===== src/rtl/bf_masked_compare.sv =====
// Masked word comparator: miss is high when any compared bit differs.
// A mask bit of 1 means the bit is compared, 0 means don't-care.
module bf_masked_compare #(
  parameter int DATA_W = 16
) (
  input  logic [DATA_W-1:0] a,
  input  logic [DATA_W-1:0] b,
  input  logic [DATA_W-1:0] mask,
  output logic              miss
);

  assign miss = |((a ^ b) & mask);

endmodule


===== config.mk =====
export PLATFORM = sky130hd
export DESIGN_NAME = bf_masked_compare
export DESIGN_NICKNAME = d
export VERILOG_FILES = /design/src/rtl/bf_masked_compare.sv
export SDC_FILE = /design/constraint.sdc
export NUM_CORES = 1
export LEC_CHECK = 0
export BUFFER_PORTS_ARGS = -buffer_cell sky130_fd_sc_hd__buf_2
export CAP_MARGIN = 0
export CORE_AREA = 8 8 45 47
export DETAILED_ROUTE_END_ITERATION = 10
export DIE_AREA = 0 0 53 55
export GPL_TIMING_DRIVEN = 0
export SLEW_MARGIN = 20
export SYNTH_ARGS = -nofsm -noshare
export SYNTH_HDL_FRONTEND = slang
export SYNTH_SLANG_ARGS = --single-unit

===== constraint.sdc =====
create_clock -name vclk -period 1.4
set_input_delay 0.14 -clock vclk [all_inputs]
set_output_delay 0.14 -clock vclk [all_outputs]
set_load 0.05 [all_outputs]

-- After elaboration in Yosys (flattened, before gate mapping)
Cells that the tools add are included.
- flip-flop bits (word level): 0
- input bits: 48
- output and inout port bits: 1
- reduce and logical (&&, ||, !) cells: 1
- bitwise operators: 2
- operator list (cell ; count):
    $and 16x16->16 ; 1
    $reduce_or 16->1 ; 1
    $xor 16x16->16 ; 1

-- Longest topological paths before layout
Gate-level depths: netlist of the first run.
- word-level depth: 3
- gate-level depth with buffers: 4
- depth with buffers taken out: 4

-- Worst setup path before layout of the first run
Ideal clock, no wire load.
- path kind: input port to output port
- start point: input b[2]
- end point: output miss
- data arrival time: 1.207 ns
- buffers on the path: 0
- stages: 4
- setup slack: 0.053 ns
- path through: xor2_1 a22o_1 a221oi_1 nand4_1
- word-level cells in the longest chain between the ends: 3
- RTL lines (what ; RTL line ; RTL):
    from (decl) ; 7 ; input logic [DATA_W-1:0] b,
    $xor 16x16->16 ; 12 ; assign miss = |((a ^ b) & mask);
    $and 16x16->16 ; 12 ;
    $reduce_or 16->1 ; 12 ;
    to (decl) ; 9 ; output logic miss
No other way between the ends.

-- Worst setup path in the final report of the first run
Ends and elaborated chain as after synthesis.

==> flow_metrics.env, run 1 <==
export IMPL_design_area_um2=497
export IMPL_wl_per_cell_um=11.5
export IMPL_chipHeight_um=55
export IMPL_drt_antenna_violating_nets=0
export IMPL_required_ns=1.26
export IMPL_rows=14
export IMPL_io_pins=49
export IMPL_critPathCaptureType="output port"
export IMPL_rsz0062_at_grt="no"
export IMPL_slew_violations=0
export IMPL_flops_and_latches=0
export IMPL_finish_utilization_pct=35.9
export IMPL_p_leak_nw=0.288
export IMPL_setup_violations=0
export IMPL_first_pass_iters=2
export IMPL_ys_types=5
export IMPL_area_growth_pct=123
export IMPL_crit_arrival_ns=1.17
export IMPL_route_detailed_drc=0
export IMPL_crit_fanout=1
export IMPL_vias=381
export IMPL_synth_fp_nets=73
export IMPL_cts_hold_buf=0
export IMPL_dpl_worst_slack_ns=0.0145
export IMPL_yosysTopAreaCellShare_pct=62.9
export IMPL_nNetsFinal=124
export IMPL_setup_slack_ns=0.0890
export IMPL_finalPower_uw=139
export IMPL_place_area_um2=488
export IMPL_slew_headroom_pct=83.0
export IMPL_ys_top_cells_by_count="xor2_1, a22o_1, a221oi_1"
export IMPL_status="complete, no violations"
export IMPL_fin_tns_setup_ns=0
export IMPL_synth_cells=25
export IMPL_final_clkbuf_count=0
export IMPL_viasPerCell=4.23
export IMPL_grt_pass1_vias=423
export IMPL_antennaDiodeCount=0
export IMPL_grt_usage_pct=6.49
export IMPL_first_iter_violations=1
export IMPL_synthMostInstantiatedCell="xor2_1"
export IMPL_grt_max_degree=2
export IMPL_ys_seq_area_share_pct=0
export IMPL_powerDensity_mw_per_mm2=279
export IMPL_hpwl_mm=1.01
export IMPL_die_x_um=53
export IMPL_synth_area_leader_cell="xor2_1"
export IMPL_min_period_ns=1.31
export IMPL_gp_congestion=0.736
export IMPL_num_fill_cells=151
export IMPL_grt_ovfl_total=0
export IMPL_coreArea_mm2=0.00138
export IMPL_start_kind="input port"
export IMPL_drt_wl_total_mm=1.03
export IMPL_drv_cap=0
export IMPL_yosysWarnings=0
export IMPL_antenna_found_initial=0
export IMPL_dieArea_mm2=0.00292
export IMPL_worst_pin_slew_ns=0.255
export IMPL_ff_latch_area_um2=0
export IMPL_layout_drive_gt1_share_pct=68.9
export IMPL_initial_utilization_pct=16.1
export IMPL_fin_crit_sh_pct=93.6
export IMPL_grt_pass1_wl_mm=1.57
export IMPL_netlist_area_um2=223
export IMPL_hp_class="input port to output port"
export IMPL_io_buffers=49
export IMPL_crit_type="input port to output port"
export IMPL_postSynthAreaPerCell_um2=8.91
export IMPL_clock_fmax_mhz=763
export IMPL_ir_drop_mv=0.0666
export IMPL_synth_area_leaders="xor2_1, a22o_1, a221oi_1, a221oi_2, nand4_1"
export IMPL_hold_viol_final=0
==> cell type report <==
type	instances	area [µm²]	share of cell area, %
repair buffers	49	248	49.9
well taps	16	20.0	4.03
multi-input cells	25	229	46.1
==> metal layers <==
metal	track usage, %	wire (µm)	vias up
li1	-	-	195
met1	6.64	300	161
met2	12.7	544	25
met3	2.67	188	0
met4	0	0	0
met5	0	0	-
==> report_power, final <==
group          total, mW  leakage, nW  switching (mW)  internal (mW)
Clock                  0            0               0              0
Sequential             0            0               0              0
Combinational      0.139        0.288          0.0523         0.0863
Total              0.139        0.288          0.0523         0.0863
==> placed cells by master, fill, tap and decap left out <==
cell type / synthesis / layout
buf_4: 0 / 1
nand4_1: 1 / 1
a221oi_1: 3 / 2
a221oi_2: 1 / 2
a22o_1: 4 / 4
buf_2: 0 / 48
xor2_1: 16 / 16
==> what timing repair did <==
action                                  in CTS  in global routing
gates resized for setup                      0                  3
setup buffers                                0                  0
hold endpoints to repair                     0                  0
endpoints found under the setup margin       0                  1
==> worst paths after layout <==
kind,start,end,slack (ns),cells past startpoint
setup / recovery,b[2],miss,0.09,6
hold / removal,mask[4],miss,0.67,4
==> worst max-delay path: stages <==
cell and delay, ns:
buf_2 0.10, xor2_1 0.15, a22o_1 0.22, a221oi_1 0.22, nand4_1 0.13, buf_4 0.21
==> metrics by stage <==
step	hold slack, ns	std cells
2_1_floorplan	0.707	25
3_3_place_gp	0.744	90
3_5_place_dp	0.750	90
4_1_cts	0.750	90
5_1_grt	0.707	90
6_report	0.673	90
==> cells by family after synthesis <==
group	Yosys count	synth area share (%)
compound gates	8	34.3
xor+xnor	16	62.9
simple gates	1	2.81
No activity file was read; power rests on OpenSTA's default activity.
==> inputs of run 2 (changes only) <==
--- a/config.mk
+++ b/config.mk
@@ -5,12 +5,14 @@
 export SDC_FILE = /design/constraint.sdc
 export NUM_CORES = 1
 export LEC_CHECK = 0
+export ABC_AREA = 1
 export BUFFER_PORTS_ARGS = -buffer_cell sky130_fd_sc_hd__buf_2
 export CAP_MARGIN = 0
 export CORE_AREA = 8 8 45 47
 export DETAILED_ROUTE_END_ITERATION = 10
 export DIE_AREA = 0 0 53 55
 export GPL_TIMING_DRIVEN = 0
+export PLACE_DENSITY = 0.69
 export SLEW_MARGIN = 20
 export SYNTH_ARGS = -nofsm -noshare
 export SYNTH_HDL_FRONTEND = slang
==> run 2 against run 1 <==
Via count is 63% higher. Sequential cell count unchanged. Critical path type unchanged. Worst setup slack improved by 0.29 ns. Largest power group unchanged. Critical path depth increased by 2. Synthesized cell count rose to 3.4 times the previous value. Largest cell class is now multi-input combinational cells. Count of clock-buffer cells in the layout unchanged.
==> flow_metrics.env, run 2 <==
export IMPL_route_detailed_drc=0
export IMPL_io_buffers=49
export IMPL_vias=620
export IMPL_switching_share_pct=45.3
export IMPL_start_kind="input port"
export IMPL_chipHeight_um=55
export IMPL_crit_arrival_ns=0.88
export IMPL_grt_ovfl_total=0
export IMPL_wl_per_cell_um=8.39
export IMPL_rows=14
export IMPL_ys_top_cells_by_count="nand2_1, nor2_1, inv_1"
export IMPL_critPathCaptureType="output port"
export IMPL_grt_pass1_wl_mm=2.17
export IMPL_slew_violations=0
export IMPL_cp_cell_sequence="buf_2 > nor2_1 > nor2_1 > nor2_2 > nand2_1 > nor2_1 > nand2_1 > buf_2"
export IMPL_path_buf_inv=2
export IMPL_synthMostInstantiatedCell="nand2_1"
export IMPL_synth_area_leader_cell="nand2_1"
export IMPL_die_x_um=53
export IMPL_synth_fp_nets=133
export IMPL_drv_cap=0
export IMPL_post_cts_setup_buffer_count=0
export IMPL_first_pass_iters=4
export IMPL_synth_area_leaders="nand2_1, nor2_1, inv_1, nand3_1, nor2_2"
export IMPL_yosys_mux_area_fraction_pct=0
export IMPL_dieArea_mm2=0.00292
export IMPL_fin_tns_setup_ns=0
export IMPL_hold_viol_final=0
export IMPL_worst_pin_slew_ns=0.256
export IMPL_max_stage_delay_ns=0.20
export IMPL_rsz0062_at_grt="no"
export IMPL_slew_headroom_pct=83.1
export IMPL_drt_wl_total_mm=1.26
export IMPL_status="complete, no violations"
export IMPL_io_pins=49
export IMPL_flops_and_latches=0
export IMPL_first_iter_violations=9
export IMPL_yosysTopAreaCellShare_pct=44.8
export IMPL_grt_max_degree=3
export IMPL_layoutNonFillerInstCount=150
export IMPL_clock_power_share_pct=0
export IMPL_viasPerCell=4.13
export IMPL_yosys_area_share_simple_pct=88.5
export IMPL_fin_crit_sh_pct=73.0
export IMPL_final_common_cell="buf_2"
export IMPL_yosysWarnings=0
export IMPL_ys_seq_area_share_pct=0
export IMPL_grt_pass1_vias=615
export IMPL_crit_family="simple AND/OR/NAND/NOR gates"
export IMPL_antenna_found_initial=0
export IMPL_comb_power_share_pct=100.0
export IMPL_gp_congestion=0.703
export IMPL_area_growth_pct=81.2
export IMPL_clock_fmax_mhz=979
export IMPL_initial_utilization_pct=23.6
export IMPL_yosys_area_share_adder_pct=0
export IMPL_antennaDiodeCount=0
export IMPL_layout_drive_gt1_share_pct=37.3
export IMPL_synth_cells=85
export IMPL_coreArea_mm2=0.00138
export IMPL_whs_ns=0.882
export IMPL_grt_usage_pct=8.88
export IMPL_hold_end="miss"
export IMPL_cts_hold_buf=0
export IMPL_nNetsFinal=184
export IMPL_ir_drop_mv=0.0884
export IMPL_postSynthAreaPerCell_um2=3.84
export IMPL_powerDensity_mw_per_mm2=244
export IMPL_p_int_uw=79.2
export IMPL_netlist_area_um2=327
export IMPL_slowest_stage="buf_2"
export IMPL_hold_path_depth=8
export IMPL_crit_type="input port to output port"
export IMPL_final_clkbuf_count=0
export IMPL_final_cell_mix="buf_2, nand2_1, nor2_1"
export IMPL_crit_fanout=2
export IMPL_hp_class="input port to output port"
export IMPL_drt_antenna_violating_nets=0
export IMPL_cts_resized=0
export IMPL_ys_types=5
export IMPL_hold_path_startpoint="mask[2]"
export IMPL_synth_compound_area_share_pct=0
export IMPL_min_period_ns=1.02
export IMPL_required_ns=1.26
export IMPL_num_fill_cells=172
export IMPL_hpwl_mm=1.23
export IMPL_synth_xor_xnor_area_share_pct=0
export IMPL_critPathMostFrequentCell="nor2_1"
export IMPL_finish_utilization_pct=42.8
export IMPL_setup_violations=0
export IMPL_synth_top_family_by_area="simple AND/OR/NAND/NOR gates"
export IMPL_ff_latch_area_um2=0
export IMPL_seqPwrFrac_pct=0
export IMPL_p_leak_nw=0.417
export IMPL_dp_cells=150
export IMPL_power_switching_uw=65.5
-- run 2: changes by cell type in the layout (fill, tap and decap cells not counted), moves of 4 or more --
cell,change
a22o_1,-4
inv_1,+10
nand2_1,+39
nand3_1,+4
nor2_1,+31
xor2_1,-16
-- run 2: worst max path at each step --
stage                from    to  slack (ns)  depth (start not counted)
floorplan            a[9]  miss        0.47                          7
global placement    b[14]  miss        0.36                          8
detailed placement   b[9]  miss        0.36                          8
CTS                 a[15]  miss        0.36                          9
global route         a[2]  miss        0.24                         10
finish               b[9]  miss        0.38                          8
-- run 2: area by class of cell --
cell class / instances / area, µm² / area share, %
inverters: 10 / 37.5 / 6.34
multi-input cells: 75 / 289 / 48.8
well taps: 16 / 20.0 / 3.38
repair buffers: 49 / 245 / 41.4
-- run 2: power by group through the flow --
stage / sequential (mW) / clock (mW) / combinational [mW]
floorplan: 0 / 0 / 0.0648
global placement: 0 / 0 / 0.140
detailed placement: 0 / 0 / 0.147
CTS: 0 / 0 / 0.147
global route: 0 / 0 / 0.172
finish: 0 / 0 / 0.145
-- run 2: kinds of logic (layout without fill, tap and decap cells) --
family,after synthesis,after routing
buffers and inverters,10,59
and+or+nand+nor,75,75
-- run 2: metrics by stage --
stage	total power [mW]	cell area (µm²)	setup WS, ns
after detailed placement	0.147	592	0.363
after global placement	0.140	592	0.364
after global routing	0.172	592	0.239
after floorplan	0.0648	327	0.473
after CTS	0.147	592	0.362
final	0.145	592	0.379
-- run 2: tightest hold or removal path: stages --
cell     delay (ns)
buf_2          0.08
nand3_1        0.06
nand2_1        0.06
inv_1          0.03
nand2_1        0.05
nor2_1         0.03
nand2_1        0.05
buf_2          0.25
-- run 2: per-layer routing --
| layer | GRT usage [%] | share of wire, % |
|---|---|---|
| met5 | 0 | 0 |
| met4 | 0 | 0 |
| met3 | 2.67 | 13 |
| met2 | 18.2 | 52 |
| met1 | 9.05 | 35 |
